--- config.mk ---
export PLATFORM = sky130hd
export DESIGN_NAME = gfx_fetch_scheduler
export DESIGN_NICKNAME = d
export VERILOG_FILES = /design/src/rtl/gfx_fetch_scheduler_pkg.sv /design/src/rtl/gfx_fetch_scheduler_rr_arbiter.sv /design/src/rtl/gfx_fetch_scheduler.sv
export SDC_FILE = /design/constraint.sdc
export NUM_CORES = 1
export LEC_CHECK = 0
export ABC_AREA = 0
export BUFFER_PORTS_ARGS = -buffer_cell sky130_fd_sc_hd__buf_2
export CAP_MARGIN = 10
export CORE_UTILIZATION = 36
export CTS_CLUSTER_SIZE = 12
export DETAILED_ROUTE_END_ITERATION = 7
export PLACE_DENSITY = 0.7
export SYNTH_ARGS = -nofsm -noshare
export SYNTH_HDL_FRONTEND = slang
export SYNTH_HIERARCHICAL = 1
export SYNTH_SLANG_ARGS = --single-unit
--- constraint.sdc ---
create_clock -name clk -period 4.4 [get_ports clk]
set_input_delay 0.88 -clock clk [delete_from_list [all_inputs] [get_ports clk]]
set_output_delay 0.88 -clock clk [all_outputs]
set_load 0.1 [all_outputs]
--- src/rtl/gfx_fetch_scheduler_pkg.sv ---
// Shared definitions for the graphics fetch scheduler.
//   - Requester index constants (which bit of req/ack belongs to which layer).
//   - Arbiter FSM state encoding.
package gfx_fetch_scheduler_pkg;

  localparam int NUM_REQ = 4;

  localparam int REQ_TXT = 0;
  localparam int REQ_FG  = 1;
  localparam int REQ_BG  = 2;
  localparam int REQ_SPR = 3;

  typedef enum logic [1:0] {
    ST_IDLE = 2'd0,
    ST_BUSY = 2'd1,
    ST_DONE = 2'd2
  } fetch_state_e;

endpackage

--- src/rtl/gfx_fetch_scheduler_rr_arbiter.sv ---
// gfx_rr_arbiter: combinational 4-way round-robin pick with a priority override.
//   req_i   : request vector, one bit per layer fetcher
//   ptr_i   : round-robin pointer, the search starts at this index
//   prio_i  : when high and the sprite requester is asking, sprites win outright
//   win_o   : winning requester index
//   valid_o : at least one request is pending
module gfx_rr_arbiter
  import gfx_fetch_scheduler_pkg::*;
(
  input  logic [3:0] req_i,
  input  logic [1:0] ptr_i,
  input  logic       prio_i,
  output logic [1:0] win_o,
  output logic       valid_o
);

  logic [1:0] idx;
  logic       found;

  always_comb begin
    win_o   = '0;
    valid_o = |req_i;
    idx     = '0;
    found   = 1'b0;
    if (prio_i && req_i[REQ_SPR]) begin
      win_o = 2'(REQ_SPR);
    end else begin
      // Search upward from the pointer, wrapping naturally in 2 bits.
      for (int k = 0; k < NUM_REQ; k++) begin
        idx = ptr_i + 2'(k);
        if (!found && req_i[idx]) begin
          win_o = idx;
          found = 1'b1;
        end
      end
    end
  end

endmodule

--- src/rtl/gfx_fetch_scheduler.sv ---
// gfx_fetch_scheduler: shares one graphics-ROM/SDRAM read port between the
// text, foreground, background and sprite fetchers, and derives per-line and
// per-frame strobes from the video timing.
//   clk, reset           : system clock, synchronous active-high reset
//   clk_pix              : pixel-clock enable (one clk wide)
//   hbl, vbl             : horizontal / vertical blank
//   req, req_addr        : per-requester level request and address
//   ack, rd_data         : one-cycle ack to the served requester with its data
//   mem_req, mem_addr    : memory request (level) and address
//   mem_ack, mem_data    : memory completion pulse and read data
//   line_sel             : line-buffer bank select, toggles every line
//   line_start           : pulse at start of horizontal blank
//   frame_start          : pulse at start of vertical blank
//   spr_overrun          : sticky, sprite fetch still pending when hblank ended
module gfx_fetch_scheduler
  import gfx_fetch_scheduler_pkg::*;
#(
  parameter int AW = 24,
  parameter int DW = 32
) (
  input  logic              clk,
  input  logic              reset,
  input  logic              clk_pix,
  input  logic              hbl,
  input  logic              vbl,
  input  logic [3:0]        req,
  input  logic [4*AW-1:0]   req_addr,
  output logic [3:0]        ack,
  output logic [DW-1:0]     rd_data,
  output logic              mem_req,
  output logic [AW-1:0]     mem_addr,
  input  logic              mem_ack,
  input  logic [DW-1:0]     mem_data,
  output logic              line_sel,
  output logic              line_start,
  output logic              frame_start,
  output logic              spr_overrun
);

  fetch_state_e  state_q, state_d;
  logic [1:0]    rr_ptr_q, rr_ptr_d;
  logic [1:0]    win_q, win_d;
  logic [AW-1:0] addr_q, addr_d;
  logic [DW-1:0] rd_data_q, rd_data_d;

  logic [1:0]    arb_win;
  logic          arb_valid;
  logic [AW-1:0] sel_addr;

  gfx_rr_arbiter u_arb (
    .req_i   (req),
    .ptr_i   (rr_ptr_q),
    .prio_i  (hbl),
    .win_o   (arb_win),
    .valid_o (arb_valid)
  );

  always_comb begin
    sel_addr = '0;
    for (int k = 0; k < NUM_REQ; k++) begin
      if (arb_win == 2'(k)) sel_addr = req_addr[k*AW +: AW];
    end
  end

  // Arbiter FSM: state and transaction registers
  always_ff @(posedge clk) begin
    if (reset) begin
      state_q   <= ST_IDLE;
      rr_ptr_q  <= '0;
      win_q     <= '0;
      addr_q    <= '0;
      rd_data_q <= '0;
    end else begin
      state_q   <= state_d;
      rr_ptr_q  <= rr_ptr_d;
      win_q     <= win_d;
      addr_q    <= addr_d;
      rd_data_q <= rd_data_d;
    end
  end

  // Arbiter FSM: next state
  always_comb begin
    state_d   = state_q;
    rr_ptr_d  = rr_ptr_q;
    win_d     = win_q;
    addr_d    = addr_q;
    rd_data_d = rd_data_q;
    case (state_q)
      ST_IDLE: begin
        if (arb_valid) begin
          state_d  = ST_BUSY;
          win_d    = arb_win;
          addr_d   = sel_addr;
          rr_ptr_d = arb_win + 2'd1;
        end
      end
      ST_BUSY: begin
        if (mem_ack) begin
          rd_data_d = mem_data;
          state_d   = ST_DONE;
        end
      end
      ST_DONE: state_d = ST_IDLE;
      default: state_d = ST_IDLE;
    endcase
  end

  // Arbiter FSM: outputs
  always_comb begin
    mem_req  = (state_q == ST_BUSY);
    mem_addr = addr_q;
    rd_data  = rd_data_q;
    ack      = '0;
    if (state_q == ST_DONE) ack[win_q] = 1'b1;
  end

  // Timing strobes: blank history only advances on pixel-enable cycles
  logic hbl_q, vbl_q;
  logic line_sel_q, line_start_q, frame_start_q, spr_overrun_q;
  logic hbl_rise, hbl_fall, vbl_rise;

  assign hbl_rise = clk_pix &  hbl & ~hbl_q;
  assign hbl_fall = clk_pix & ~hbl &  hbl_q;
  assign vbl_rise = clk_pix &  vbl & ~vbl_q;

  always_ff @(posedge clk) begin
    if (reset) begin
      hbl_q         <= 1'b0;
      vbl_q         <= 1'b0;
      line_sel_q    <= 1'b0;
      line_start_q  <= 1'b0;
      frame_start_q <= 1'b0;
      spr_overrun_q <= 1'b0;
    end else begin
      if (clk_pix) begin
        hbl_q <= hbl;
        vbl_q <= vbl;
      end
      line_start_q  <= hbl_rise;
      frame_start_q <= vbl_rise;
      if (hbl_rise) line_sel_q <= ~line_sel_q;
      // A sprite request still pending when hblank ends is an overrun;
      // setting takes precedence over the frame-start clear.
      if (hbl_fall && req[REQ_SPR]) spr_overrun_q <= 1'b1;
      else if (vbl_rise)            spr_overrun_q <= 1'b0;
    end
  end

  assign line_sel    = line_sel_q;
  assign line_start  = line_start_q;
  assign frame_start = frame_start_q;
  assign spr_overrun = spr_overrun_q;

endmodule

==> results.json <==
{
  "slowest_delay_ns": 0.85,
  "synth_cells": 429,
  "dr.pass1.iters": 4,
  "num_io_pins": 203,
  "cts_resized": 0,
  "antenna_found_initial": 0,
  "die-area_um2": 10200,
  "rsz0062_at_grt": "no",
  "root_buffer": "clkbuf_8",
  "powerDensity_nw_per_um2": 461,
  "dp.cells": 725,
  "h-tree-depth": 3,
  "via_per_inst": 5.02,
  "cts_post_setup_buffers_inserted": 0,
  "period_share": 0.714,
  "coreArea_um2": 9370,
  "clk_path_buf_depth": 2,
  "cts_tree": "done",
  "grt_pass1_wl_um": 15600,
  "highest_layer": "met4",
  "critPathLaunchType": "primary input",
  "setup-tns-final_ns": 0,
  "die_h_um": 101,
  "p_leak_uw": 0.00221,
  "drc_errors": 0,
  "drv_cap": 0,
  "drv_slew": 0,
  "nNetsFinal": 750,
  "worst_path_max_delay_cell": "ha_2",
  "slew_headroom": 0.297,
  "grt_overflow": 0,
  "critical_path_class": "primary input to register",
  "layout_min_cycle_time_ns": 3.14,
  "clkLatencyLatePin_ns": 0.34,
  "finalNonFillerCells": 742,
  "ys_ff_latch": 68,
  "wire_per_inst_um": 13.7,
  "dr_wl_met2_um": 5070,
  "wl_um": 10100,
  "worstPathRequired_ns": 4.65,
  "start_util": 0.376,
  "vdd_drop_max_mv": 0.187,
  "areaGrowthSynthToFinish_pct": 34.6,
  "gp_congestion": 0.793,
  "drtAntennaViolNets": 0,
  "grt_max_degree": 54,
  "holdCritPathClass": "register to register",
  "clock_skew_ns": 0.00995,
  "end_kind": "register",
  "track_usage": 0.192,
  "diodes": 0,
  "critPathArrivalTime_ns": 3.39,
  "cts.sinks": 68,
  "crit_chain": "buf_2 -> nand2b_1 -> o31a_1 -> o311ai_2 -> ha_2 -> a21oi_1 -> a221o_1 -> a311oi_2",
  "hpwlAfterDp_um": 7210,
  "clk_pin_slew_worst_paths_ns": 0.08,
  "syn-num-nets": 571,
  "ys_types": 36,
  "ys_seq_area_frac": 0.386,
  "drt-initial-drc-count": 92,
  "dr_wl_met3_um": 619,
  "port_buffers": 202,
  "syn_avg_cell_area_um2": 8.22,
  "cts_hold_buffers": 0,
  "fmax_ghz": 0.318,
  "vias": 3724,
  "status": "completed",
  "grt_pass1_vias": 3488,
  "drive_gt1_frac": 0.405,
  "numCtsBuffers": 9,
  "hold_viol": 0,
  "worst_hold_slack_ns": 0.450,
  "wl_met1_um": 4240,
  "std_cell_rows": 35,
  "synth_warnings": 6,
  "tightest_slew_ns": 1.06,
  "finalSetupViolCount": 0,
  "cp_max_fo": 48,
  "chipWidth_um": 101,
  "synthesis.area_um2": 3530
}
==> stage by stage <==
stage                     power [uW]  setup WS, ns   util  area (um2)
after global placement          1660          1.05  0.484        4530
after CTS                       2210          1.26  0.505        4730
after global routing            2290          1.01  0.506        4750
after detailed placement        1680         0.894  0.484        4530
after floorplan                 1510         0.168      -        3530
final                           2190          1.26  0.506        4750
==> cells in the mapped netlist (all sizes together) <==
cell type   n  area [um2]
nand3b     26         195
nor4bb      2        20.0
a31oi       1        6.26
nor2b       1        6.26
and4b       1        10.0
nor2       33         124
or4         1        7.51
o31a        1        8.76
clkbuf     17        65.1
nor4b       1        8.76
o21ai       1        5.00
inv        30         113
nand4b      2        17.5
a21oi      62         310
buf        21         135
nor3        1        5.00
a311oi     24         342
mux2i       5        50.1
a21boi      1        7.51
nor3b       1        18.8
xor2        1        8.76
nand2      92         345
and3b       1        8.76
o311ai      1        16.3
nand2b      3        18.8
o22ai       1        6.26
o31ai       1        7.51
ha          4        50.1
a221o      24         240
dfxtp      68        1360
o221ai      1        8.76
==> flip-flops by register name (all words and copies together), names as in the netlist, 2 cells and up <==
| signal | count |
|---|---|
| mem_addr | 24 |
| rd_data | 32 |
| rr_ptr_q | 2 |
| state_q | 2 |
| win_q | 2 |
==> kinds of logic after synthesis <==
logic type | count (synthesis) | synth area share
fa+ha+maj | 4 | 0.0142
mux | 5 | 0.0142
xor+xnor | 1 | 0.00248
buf+inv | 68 | 0.0887
compound gates | 118 | 0.272
flops | 68 | 0.386
simple gates | 165 | 0.223
==> layout by cell type, fill, tap and decap left out, drive strengths merged, types with 2 or more instances in the layout <==
| master | synthesis | routed |
|---|---|---|
| clkinv | 0 | 3 |
| nand4b | 2 | 2 |
| clkbuf | 17 | 9 |
| a311oi | 24 | 24 |
| ha | 4 | 4 |
| mux2i | 5 | 5 |
| nor2 | 33 | 33 |
| inv | 30 | 32 |
| nand3b | 26 | 26 |
| dfxtp | 68 | 68 |
| nand2b | 3 | 3 |
| buf | 21 | 206 |
| nand2 | 92 | 92 |
| nor4bb | 2 | 2 |
| a21oi | 62 | 62 |
| a221o | 24 | 24 |
==> worst max-delay path, delay by kind of cell <==
| kind | cells | cell delay, ns |
|---|---|---|
| compound gates | 5 | 1.36 |
| fa+ha+maj | 1 | 0.85 |
| simple gates | 1 | 0.15 |
| buf+inv | 1 | 0.13 |
==> cell type report <==
type | count | area (um2)
Inverter | 30 | 113
Fill cell | 954 | 4630
Clock buffer | 9 | 124
Tap cell | 129 | 161
Multi-Input combinational cell | 293 | 1860
Timing Repair Buffer | 206 | 1050
Sequential cell | 68 | 1360
Clock inverter | 7 | 73.8
==> routing by layer <==
metal	GRT usage	up-vias
li1	-	1865
met4	0.0881	0
met1	0.214	1700
met5	0	-
met3	0.0423	19
met2	0.348	140
==> path summary, 6_finish.rpt <==
check                            startpoint           end  slack (ns)  cells after the start
worst max-delay path                 req[2]  mem_addr[11]        1.26                      8
worst min register to register        vbl_q   frame_start        0.45                      1
worst max register to register  rr_ptr_q[1]  mem_addr[11]        1.52                      8
worst min-delay path                  vbl_q   frame_start        0.45                      1
==> report_power, final <==
group / switching (uW) / total [uW] / leakage, uW / internal, uW
sequential: 38.6 / 717 / 0.000558 / 678
clock: 258 / 523 / 0.000100 / 265
combinational: 695 / 949 / 0.00156 / 255
Power figures use the tool's default switching activity.
